`src/rtl/stream_demux.sv`:
```
// One-to-NUM_ELEM packet demultiplexer with per-channel output registers.
// Optional beat counters: define STREAM_DEMUX_BEAT_CNT_EN.
module stream_demux #(
  parameter int NUM_ELEM   = 8,
  parameter int ELEM_WIDTH = 32,
  parameter int CNT_WIDTH  = 16
) (
  input  logic                                 clk_i,
  input  logic                                 arst_ni,
  input  logic [$clog2(NUM_ELEM)-1:0]          sel_i,
  input  logic                                 in_valid_i,
  output logic                                 in_ready_o,
  input  logic [ELEM_WIDTH-1:0]                in_data_i,
  input  logic                                 in_last_i,
  output logic [NUM_ELEM-1:0]                  out_valid_o,
  input  logic [NUM_ELEM-1:0]                  out_ready_i,
  output logic [NUM_ELEM-1:0][ELEM_WIDTH-1:0]  out_data_o,
  output logic [NUM_ELEM-1:0]                  out_last_o,
  output logic                                 sel_err_o,
  input  logic                                 cnt_clr_i,
  output logic [NUM_ELEM-1:0][CNT_WIDTH-1:0]   beat_cnt_o
);

  localparam int SW = $clog2(NUM_ELEM);

  typedef enum logic [1:0] {
    IDLE,
    LOCKED,
    DROP
  } state_t;

  state_t        state;
  state_t        state_nx;
  logic [SW-1:0] lock_sel;
  logic [SW-1:0] eff;
  logic          sel_ok;
  logic          rdy_eff;
  logic          accept;
  logic          route;
  logic          lock_ld;
  logic          err_set;

  // Power-of-two channel counts cannot see an out-of-range selector.
  if (NUM_ELEM == (1 << SW)) begin : g_sel_full
    assign sel_ok = 1'b1;
  end else begin : g_sel_part
    assign sel_ok = ({1'b0, sel_i} < (SW+1)'(NUM_ELEM));
  end

  assign eff     = (state == LOCKED) ? lock_sel : sel_i;
  assign rdy_eff = ~out_valid_o[eff] | out_ready_i[eff];
  assign accept  = in_valid_i & in_ready_o;

  always_comb begin
    state_nx   = state;
    in_ready_o = 1'b0;
    route      = 1'b0;
    lock_ld    = 1'b0;
    err_set    = 1'b0;
    unique case (state)
      IDLE: begin
        if (sel_ok) begin
          in_ready_o = rdy_eff;
          route      = in_valid_i & rdy_eff;
          if (route && !in_last_i) begin
            state_nx = LOCKED;
            lock_ld  = 1'b1;
          end
        end else begin
          in_ready_o = 1'b1;
          err_set    = in_valid_i;
          if (in_valid_i && !in_last_i) begin
            state_nx = DROP;
          end
        end
      end
      LOCKED: begin
        in_ready_o = rdy_eff;
        route      = in_valid_i & rdy_eff;
        if (route && in_last_i) begin
          state_nx = IDLE;
        end
      end
      DROP: begin
        in_ready_o = 1'b1;
        if (accept && in_last_i) begin
          state_nx = IDLE;
        end
      end
      default: begin
        state_nx = IDLE;
      end
    endcase
  end

  always_ff @(posedge clk_i or negedge arst_ni) begin
    if (!arst_ni) begin
      state     <= IDLE;
      lock_sel  <= '0;
      sel_err_o <= 1'b0;
    end else begin
      state <= state_nx;
      if (lock_ld) begin
        lock_sel <= sel_i;
      end
      if (err_set) begin
        sel_err_o <= 1'b1;
      end
    end
  end

  always_ff @(posedge clk_i or negedge arst_ni) begin
    if (!arst_ni) begin
      out_valid_o <= '0;
      out_data_o  <= '0;
      out_last_o  <= '0;
    end else begin
      for (int i = 0; i < NUM_ELEM; i++) begin
        if (route && eff == SW'(i)) begin
          out_valid_o[i] <= 1'b1;
          out_data_o[i]  <= in_data_i;
          out_last_o[i]  <= in_last_i;
        end else if (out_ready_i[i]) begin
          out_valid_o[i] <= 1'b0;
        end
      end
    end
  end

`ifdef STREAM_DEMUX_BEAT_CNT_EN
  always_ff @(posedge clk_i or negedge arst_ni) begin
    if (!arst_ni) begin
      beat_cnt_o <= '0;
    end else begin
      for (int i = 0; i < NUM_ELEM; i++) begin
        if (cnt_clr_i) begin
          beat_cnt_o[i] <= '0;
        end else if (route && eff == SW'(i) && beat_cnt_o[i] != '1) begin
          beat_cnt_o[i] <= beat_cnt_o[i] + CNT_WIDTH'(1);
        end
      end
    end
  end
`else
  logic unused_cnt_clr;
  assign unused_cnt_clr = cnt_clr_i;
  assign beat_cnt_o     = '0;
`endif

endmodule

```
`config.mk`:
```
export PLATFORM = sky130hd
export DESIGN_NAME = stream_demux
export DESIGN_NICKNAME = d
export VERILOG_FILES = /design/src/rtl/stream_demux.sv
export SDC_FILE = /design/constraint.sdc
export NUM_CORES = 1
export LEC_CHECK = 0
export ABC_AREA = 1
export ABC_CLOCK_PERIOD_IN_PS = 2000
export BUFFER_PORTS_ARGS = -buffer_cell sky130_fd_sc_hd__buf_2
export CAP_MARGIN = 10
export CORE_AREA = 2 2 173 175
export DETAILED_ROUTE_END_ITERATION = 12
export DIE_AREA = 0 0 175 177
export PLACE_DENSITY = 0.69
export SYNTH_ARGS = -nofsm -noshare
export SYNTH_HDL_FRONTEND = slang
export SYNTH_SLANG_ARGS = --single-unit
```
`constraint.sdc`:
```
create_clock -name clk_i -period 2 [get_ports clk_i]
set_clock_uncertainty 0.15 [all_clocks]
set_input_delay 0.4 -clock clk_i [delete_from_list [all_inputs] [get_ports clk_i]]
set_output_delay 0.4 -clock clk_i [all_outputs]
set_load 0.01 [all_outputs]
```
==> flow_metrics.py <==
metrics = {
    "global_route": {
        "globalRouteMet2Util_pct": 44.3,
        "grt_pass1_vias": 9425,
        "grt_usage_pct": 25.1,
        "grt_overflow": 0,
        "grt_first_pass_wirelength_mm": 59.1,
        "antenna_found_initial": 1,
        "grt_use_met3_pct": 5.07,
        "grt_max_degree": 51,
        "grt-busiest-layer": "met2",
        "met1_usage_pct": 31.7,
    },
    "pwr": {
        "vdd_ir_drop_max_mv": 0.948,
        "finalPower_uw": 25300,
        "p_switching_uw": 9350,
        "p_leak_uw": 0.00884,
        "seq_power_share_pct": 38.8,
        "p_clk_share_pct": 21.4,
        "switching_share_pct": 37.0,
        "p_per_area_mw_per_mm2": 1520,
        "comb_power_share_pct": 39.8,
        "intPower_uw": 15900,
    },
    "clocking": {
        "clk_latency_ns": 0.55,
        "clockBufferDepth": 3,
        "cts_sinks": 276,
        "cts_tree": "built",
        "cts-root-buf": "clkbuf_16",
        "htreeDepth": 1,
        "clk_pin_slew_ns": 0.06,
        "cts_made_buffers": 28,
    },
    "timing": {
        "max_freq_mhz": 400,
        "drv_slew": 0,
        "rsz0062_at_grt": "true",
        "fin_crit_sh_pct": 125,
        "maxSlewHeadroom_pct": 49.2,
        "setup_tns_ns": -110.26,
        "worst_slack_ns": -0.503,
        "setup_viol": 277,
        "hold_viol_final": 0,
        "period_needed_ns": 2.50,
        "worst_pin_slew_ns": 0.760,
    },
    "drt": {
        "drtIter0Drc": 610,
        "vias": 9710,
        "drt_first_pass_iters": 5,
        "postRouteAntennaNets": 0,
        "postRouteWirelength_mm": 40.8,
        "wl_per_cell_um": 20.4,
        "drc_errors": 0,
        "drt-vias-per-instance": 4.87,
    },
    "layout": {
        "fin_cells": 1993,
        "diodes": 0,
        "finalNetCount": 1629,
        "fin_area_mm2": 0.0166,
        "fill_cells": 2452,
        "final_common_cell": "buf_2",
        "area_growth_pct": 47.5,
        "multi_input_area_mm2": 0.00374,
        "drive_gt1_share_pct": 38.4,
        "register_area_mm2": 0.00691,
        "final_cell_mix": "buf_2 (317), dfrtp_1 (275), nand2_1 (268)",
    },
    "placement": {
        "dp_hpwl_mm": 21.8,
        "dpl_cell_area_mm2": 0.0132,
        "pre_cts_ws_ns": -0.196,
        "dpl.cell_count": 1839,
        "io_buffer_count": 319,
        "place_congestion": 0.836,
    },
    "synthesis": {
        "yosys.area.top_type": "dfrtp_1",
        "synth_cells": 1137,
        "avgSynthCellArea_um2": 9.89,
        "yosysTopAreaCellShare_pct": 61.4,
        "yosys_warnings": 0,
        "syn_area_mm2": 0.0112,
        "synth_top_cells_by_area": "dfrtp_1 (61%), o21ai_0 (11%), nand2_1 (10%), buf_4 (8.6%), buf_6 (1.8%)",
        "yosys_register_bits": 276,
        "yosysSeqAreaShare_pct": 61.4,
        "yosys.cell_types.count": 19,
    },
    "setup_path": {
        "max_stage_delay_ns": 0.48,
        "crit_slowest_cell": "dfrtp_2",
        "crit_buf_inv": 6,
        "crit_chain": "inv_4, nand2_4, buf_6, nand3_1, nand2_1, nand2_1, nand2_2, nand3_2, nand2_4, nor2_4, buf_8, buf_12, nand2_8, buf_12, clkbuf_16, nand2_2, o21ai_2",
        "arrival_ns": 2.78,
        "crit_type": "flip-flop to flip-flop",
        "crit_path_end_kind": "flip-flop",
        "crit_fanout": 7,
        "required_ns": 2.28,
        "crit_family": "buffers and inverters",
        "startpoint_type": "flip-flop",
    },
    "floorplanning": {
        "die_w_um": 175,
        "die_area_mm2": 0.0310,
        "fp-row-count": 63,
        "core_mm2": 0.0292,
        "dieHeight_um": 177,
        "start_util_pct": 38.4,
        "io_pins": 450,
    },
    "status": {
        "failed_checks": "setup timing",
        "status": "finished with violations",
    },
    "run": {
        "maxCapViolCount": 0,
    },
    "worst_hold_path": {
        "min-delay-path-class": "primary input to flip-flop",
    },
}
cells in the mapped netlist:
cell	instances
o21ai_0	255
dfrtp_1	276
nor2_1	12
buf_6	18
nor2_2	1
nor2_4	1
nand2_4	7
nand2_1	310
buf_4	129
clkbuf_1	25
nand4_1	3
o21ai_1	8
conb_1	1
buf_2	15
nand2_2	3
inv_4	1
inv_1	51
nand3_1	13
o21ai_2	8
power by group through the flow:
stage | sequential (uW) | combinational, uW | clock, uW
6_report | 9790 | 10100 | 5400
2_1_floorplan | 10900 | 2990 | 0
4_1_cts | 9730 | 9840 | 5460
5_1_grt | 10100 | 11000 | 5710
3_5_place_dp | 9680 | 8140 | 0
3_3_place_gp | 9610 | 7930 | 0
layer usage:
layer	wire length, um	part of all wire [%]
met4	1000	2.5
met5	13	0.032
met2	20800	51
met1	16200	40
met3	2790	6.8
through the flow:
stage / hold WS (ns) / utilization (%)
detailed placement: 0.210 / 45.1
CTS: 0.0425 / 55.8
finish: 0.0767 / 56.7
global placement: 0.211 / 45.1
global route: 0.0756 / 56.7
floorplan: -0.0456 / -
worst paths after layout:
path	from	endpoint	slack [ns]	depth (start not counted)
max	state[0]$_DFFE_PN0P_	out_data_o[255]$_DFFE_PN0P_	-0.50	17
max reg2reg	state[0]$_DFFE_PN0P_	out_data_o[255]$_DFFE_PN0P_	-0.50	17
min reg2reg	out_data_o[9]$_DFFE_PN0P_	out_data_o[9]$_DFFE_PN0P_	0.33	2
max in group asynchronous	arst_ni	out_data_o[227]$_DFFE_PN0P_	0.85	3
min	in_last_i	state[0]$_DFFE_PN0P_	0.08	4
min in group asynchronous	arst_ni	out_data_o[133]$_DFFE_PN0P_	0.24	2
state kept, by name, indices dropped and copies added (netlist names):
register and cells:
out_valid_o 8, state 1, out_data_o 256, out_last_o 8
lock_sel 3
worst register-to-register path: stages (launching register included):
cell and delay, ns:
dfrtp_2 0.48, inv_4 0.12, nand2_4 0.09, buf_6 0.13
nand3_1 0.07, nand2_1 0.06, nand2_1 0.07, nand2_2 0.06
nand3_2 0.09, nand2_4 0.07, nor2_4 0.12, buf_8 0.16
buf_12 0.13, nand2_8 0.11, buf_12 0.19, clkbuf_16 0.17
nand2_2 0.07, o21ai_2 0.05
what timing repair did:
item / 4_1_cts / 5_1_grt
cloned: 42 / 10
hold buffers: 12 / 0
hold endpoints to repair: 58 / 0
resized for setup: 249 / 21
endpoints found under the setup margin: 276 / 277
pin swaps: 9 / 5
setup buffers: 37 / 5
logic make-up (layout without fill, tap and decap cells):
group	Yosys count	in the layout	share of synthesized area [%]
simple gates	350	353	12.5
flops	276	276	61.4
compound gates	271	271	12.3
buf+inv	239	574	13.7
other cells	1	129	0.0334
layout make-up:
cell class	instances	share of cell area (%)
Clock buffer	39	4.84
Clock inverter	13	0.883
Inverter	52	1.19
Multi-Input combinational cell	753	22.6
Sequential cell	276	41.7
Tap cell	390	2.94
Timing Repair Buffer	470	25.9
Note: power is estimated with default switching activity, not from simulation.
